--- config.mk ---
export PLATFORM = sky130hd
export DESIGN_NAME = mem_arb
export DESIGN_NICKNAME = d
export VERILOG_FILES = /design/src/rtl/mem_arb_pkg.sv /design/src/rtl/mem_arb.sv
export SDC_FILE = /design/constraint.sdc
export NUM_CORES = 1
export LEC_CHECK = 0
export ABC_AREA = 0
export CORE_AREA = 2 2 91 93
export DETAILED_ROUTE_END_ITERATION = 6
export DIE_AREA = 0 0 93 95
export PLACE_DENSITY = 0.72
export RECOVER_POWER = 50
export REMOVE_ABC_BUFFERS = 1
export SETUP_SLACK_MARGIN = 0.3
export SYNTH_ARGS = -nofsm -noshare
export SYNTH_HDL_FRONTEND = slang
export SYNTH_SLANG_ARGS = --single-unit
--- constraint.sdc ---
create_clock -name clk -period 2.3 [get_ports clk]
set_clock_uncertainty 0.15 [all_clocks]
set_input_delay 0.575 -clock clk [delete_from_list [all_inputs] [get_ports clk]]
set_output_delay 0.575 -clock clk [all_outputs]
set_load 0.1 [all_outputs]
--- src/rtl/mem_arb_pkg.sv ---
// Shared core definitions for the memory arbiter: response owner encoding
// and the SRAM read latency the response pipeline is sized from.
package mem_arb_pkg;

  typedef enum logic [1:0] {
    OWN_NONE = 2'd0,
    OWN_INS  = 2'd1,
    OWN_DAT  = 2'd2
  } owner_t;

  localparam int READ_LAT = 1;

endpackage

--- src/rtl/mem_arb.sv ---
// Two-port (fetch/data) arbiter in front of a single-port SRAM with 1-cycle reads.
// Define MEM_ARB_RR_EN for round-robin contention; default is data priority with a starvation escape.
module mem_arb
  import mem_arb_pkg::*;
#(
  parameter int AW         = 16,
  parameter int DW         = 32,
  parameter int STARVE_MAX = 3
) (
  input  logic          clk,
  input  logic          rst,
  input  logic          i_req,
  input  logic [AW-1:0] i_a,
  input  logic          i_kill,
  output logic          i_gnt,
  output logic          i_vld,
  output logic [DW-1:0] i_rd,
  input  logic          d_req,
  input  logic [AW-1:0] d_a,
  input  logic [3:0]    d_we,
  input  logic [DW-1:0] d_wd,
  input  logic [3:0]    d_re,
  output logic          d_gnt,
  output logic          d_vld,
  output logic [DW-1:0] d_rd,
  output logic          m_e,
  output logic [AW-1:0] m_a,
  output logic [3:0]    m_we,
  output logic [DW-1:0] m_wd,
  output logic [3:0]    m_re,
  input  logic [DW-1:0] m_rd
);

  logic   grant_ins;
  logic   grant_dat;
  owner_t own_pipe  [READ_LAT];
  logic   kill_pipe [READ_LAT];
  owner_t resp_own;
  logic   resp_kill;

`ifdef MEM_ARB_RR_EN
  owner_t rr_ptr;

  always_ff @(posedge clk) begin
    if (rst) begin
      rr_ptr <= OWN_INS;
    end else if (i_req && d_req) begin
      rr_ptr <= (rr_ptr == OWN_INS) ? OWN_DAT : OWN_INS;
    end
  end

  always_comb begin
    grant_ins = 1'b0;
    grant_dat = 1'b0;
    if (!rst) begin
      if (i_req && d_req) begin
        if (rr_ptr == OWN_INS) grant_ins = 1'b1;
        else                   grant_dat = 1'b1;
      end else begin
        grant_ins = i_req;
        grant_dat = d_req;
      end
    end
  end
`else
  localparam int CW = (STARVE_MAX < 1) ? 1 : $clog2(STARVE_MAX + 1);
  localparam logic [CW-1:0] STARVE_LIM = CW'(STARVE_MAX);

  logic [CW-1:0] starve_cnt;

  always_ff @(posedge clk) begin
    if (rst) begin
      starve_cnt <= '0;
    end else if (!i_req || grant_ins) begin
      starve_cnt <= '0;
    end else if (starve_cnt != STARVE_LIM) begin
      starve_cnt <= starve_cnt + 1'b1;
    end
  end

  // Data wins contention until the fetch port has been refused STARVE_MAX times in a row.
  always_comb begin
    grant_ins = 1'b0;
    grant_dat = 1'b0;
    if (!rst) begin
      if (i_req && d_req) begin
        if (starve_cnt == STARVE_LIM) grant_ins = 1'b1;
        else                          grant_dat = 1'b1;
      end else begin
        grant_ins = i_req;
        grant_dat = d_req;
      end
    end
  end
`endif

  assign i_gnt = grant_ins;
  assign d_gnt = grant_dat;

  always_comb begin
    m_e  = 1'b0;
    m_a  = '0;
    m_we = 4'h0;
    m_wd = '0;
    m_re = 4'h0;
    if (grant_ins) begin
      m_e  = 1'b1;
      m_a  = i_a;
      m_re = 4'hF;
    end else if (grant_dat) begin
      m_e  = 1'b1;
      m_a  = d_a;
      m_we = d_we;
      m_wd = d_wd;
      m_re = d_re;
    end
  end

  // Owner and kill flag travel alongside the SRAM read so the response lands on the right port.
  always_ff @(posedge clk) begin
    if (rst) begin
      for (int k = 0; k < READ_LAT; k++) begin
        own_pipe[k]  <= OWN_NONE;
        kill_pipe[k] <= 1'b0;
      end
    end else begin
      if (grant_ins)      own_pipe[0] <= OWN_INS;
      else if (grant_dat) own_pipe[0] <= OWN_DAT;
      else                own_pipe[0] <= OWN_NONE;
      kill_pipe[0] <= grant_ins && i_kill;
      for (int k = 1; k < READ_LAT; k++) begin
        own_pipe[k]  <= own_pipe[k-1];
        kill_pipe[k] <= kill_pipe[k-1] || i_kill;
      end
    end
  end

  assign resp_own  = own_pipe[READ_LAT-1];
  assign resp_kill = kill_pipe[READ_LAT-1];

  assign i_vld = !rst && (resp_own == OWN_INS) && !resp_kill && !i_kill;
  assign d_vld = !rst && (resp_own == OWN_DAT);
  assign i_rd  = i_vld ? m_rd : '0;
  assign d_rd  = d_vld ? m_rd : '0;

endmodule

==> metrics.md <==
| Metric | Value |
|---|---|
| DR top layer | met4 |
| Clock-pin slew on the worst setup and hold paths | approximately 50 ps |
| Synth Warn # | 0 |
| GRT overflow | 0 |
| Final setup violation count | 124 |
| Layout cell share with drive strength beyond 1 | 70.0% |
| Number of distinct library cells after synthesis | 23 |
| Die Width | ~93 um |
| Routed len/inst | between 20 and 30 um |
| I/O Pins | 234 |
| Root Driver | clkbuf_8 |
| Synth top area share | between 20 and 25% |
| Register area share after synthesis | 7.43% |
| Met2 wire len | 9070 um |
| Slew @ Worst Pin | 535 ps |
| Die Height | 95 um |
| M1 wire length | 6020 um |
| Failing checks | setup timing |
| Initial DRC count | 223 |
| Ranking of synthesized cells by area | nor3b_2 22%, and3_1 14%, and2_1 13% |
| IO Port Bufs | 233 |
| Inserted Clock Buffers | 3 |
| Top cells by count, synth | 37 x and3_1, 33 x and2_1, 29 x nor3b_2, 20 x inv_1, 20 x o32ai_1 |
| Worst rel slew slack | between 60% and 70% |
| Setup ws final | -509 ps |
| DRC | 0 |
| Deepest clock path buffer count | 2 |
| GRT Total Usage | 30.4% |
| Hold buffers post-CTS | 0 |
| Area grow syn2layout | 352% |
| Placeable Area | 7930 um^2 |
| Synth area leader | nor3b_2 |
| Share of flip-flops with an asynchronous set or reset | 0% |
| Fin nets | a little over 600 |
| Pin count of the biggest net entering global routing | 34 |
| Die Area | approximately 9000 um^2 |
| Routed met3 length | 1750 um |
| Placer Congestion | between 0.8 and 0.9 |
| Critical path cell sequence | or4b_4 -> buf_6 -> buf_16 -> nor3b_4 -> buf_12 |
| CP max-delay cell | or4b_4 |
| Worst setup EP type | primary output |
| Crit path launch type | register |
| First-pass GRT wire length | 20400 um |
| Avg Inst Size Synth | 7.63 um^2 |
| Top fanout value on the critical path | 8 |
| Finished Cell Area | 7310 um^2 |
| Final worst-path cycle share | 122% |
| Area post-placement | 5620 um^2 |
| Worst EP required | 1570 ps |
| Final HPWL DP | 8820 um |
| H-tree Lvls | 1 |
| Fin crit period | 2810 ps |
| Maximum VDD drop | 0.000163 V |
| First-pass DRT Iterations | 4 |
| Vias in the first global route | between 3000 and 4000 |
| Dpl cells | 573 |
| #FFs+latches synth | 5 |
| Power, Total | 2030 uW |
| Initial antenna violation count | 5 |
| Ys flop type | dfxtp_1 |
| ANT nets after route | 0 |
| FMAX | 356 MHz |
| Status | finished, violations left |
| Crit-path max cell delay | around 600 ps |
| Initial core utilization | around a fifth |
| Number of flops mapped to enable cells by yosys | 2 |
| DRT Wirelength | about 18000 um |
| CTS tree | done |
| Row cnt | 33 |
| Unrepaired setup endpoints after global routing | yes |
| DP Worst Slack | -860 ps |
| Final cell count without fillers | 621 |
| Final Hold Viols | 0 |
| Critical path class | reg -> out |
| DR vias/cell | about 5.3 |
| # clock sinks | 5 |
| Synthesized area | 1620 um^2 |
| Most frequent cell after synthesis | and3_1 |
| Clk Latency, worst-skew pair | roughly 250 ps |
| Via total after detailed routing | around 3300 |
| Final Slew Violations | 0 |
| Data arrival, critical path | 2080 ps |
| Pwr dens | 278 nW/um^2 |
| Synthesized netlist cell count | approximately 210 |
| HP Class | reg -> reg |
| Max-cap violations | 0 |
| P_leak | just over 0.003 uW |
==> power by group <==
part / leakage [uW] / total, uW / switching (uW) / internal [uW]
clock: 0.0000228 / 196 / 74.8 / 122
combinational: 0.00300 / 1740 / 975 / 761
sequential: 0.0000451 / 100 / 4.73 / 95.5
==> flip-flops by register name, summed over array words and instances, names as in the netlist <==
| name | cells |
|---|---|
| kill_pipe | 1 |
| own_pipe | 2 |
| starve_cnt | 2 |
==> cells by family after synthesis <==
| kind of cell | after synthesis | share of synthesized area (%) |
|---|---|---|
| compound gates | 23 | 12.2 |
| flops | 5 | 7.43 |
| simple gates | 133 | 63.7 |
| buf+inv | 48 | 14.9 |
| fa+ha+maj | 2 | 1.55 |
| other cells | 1 | 0.232 |
==> final cells by class <==
| type | count | area, um^2 |
|---|---|---|
| Antenna cell | 6 | 15.0 |
| Sequential cell | 5 | 128 |
| Tap cell | 105 | 131 |
| Fill cell | 253 | 617 |
| Clock buffer | 4 | 45.0 |
| Inverter | 20 | 75.1 |
| Multi-Input combinational cell | 160 | 2110 |
| Timing Repair Buffer | 321 | 4810 |
==> cells in the final DEF, fill, tap and decap left out, types with 3 or more instances in the layout <==
master	n
buf_16	8
buf_4	24
clkbuf_16	5
o32ai_2	8
nor3b_4	31
buf_6	35
inv_1	18
and3_4	36
dlymetal6s2s_1	5
buf_12	136
buf_8	9
nand3b_1	16
diode_2	6
dlygate4sd2_1	17
clkbuf_8	3
nor2_1	3
and2_4	33
clkdlybuf4s50_1	82
nor2_4	3
o32ai_4	12
==> path summary, 6_finish.rpt <==
kind / start / to / slack [ps] / cells past startpoint
max reg2reg: starve_cnt[0] / own_pipe[0][1] / 390 / 5
min reg2reg: starve_cnt[0] / starve_cnt[0] / 340 / 1
min: starve_cnt[0] / starve_cnt[0] / 340 / 1
max: own_pipe[0][1] / i_rd[3] / -510 / 5
==> critical path, delay by kind of cell (launching register included) <==
family	cells	cell delay (ps)
simple gates	2	880
buf+inv	3	530
flops	1	410
==> through the flow <==
| step | setup TNS [ps] | hold slack, ps | utilization (%) |
|---|---|---|---|
| floorplan | -224120 | 284 | - |
| global placement | -51850 | 292 | 70.8 |
| detailed placement | -56840 | 303 | 70.8 |
| CTS | -17290 | 305 | 86.2 |
| global route | -44560 | 347 | 92.1 |
| finish | -42940 | 341 | 92.2 |
==> routing by layer <==
metal  global-route usage [%]  up-vias
met5                        0        -
met4                     12.1        0
met3                     10.2       50
met2                     56.0      245
met1                     31.8     1608
li1                         -     1362
==> what timing repair did <==
item                                    4_1_cts  5_1_grt
gates resized for setup                     200       77
pin swaps                                    89       62
endpoints found under the setup margin      125      125
setup buffers                                13        7
cloned                                       12        6
(Power assumes the default switching activity.)
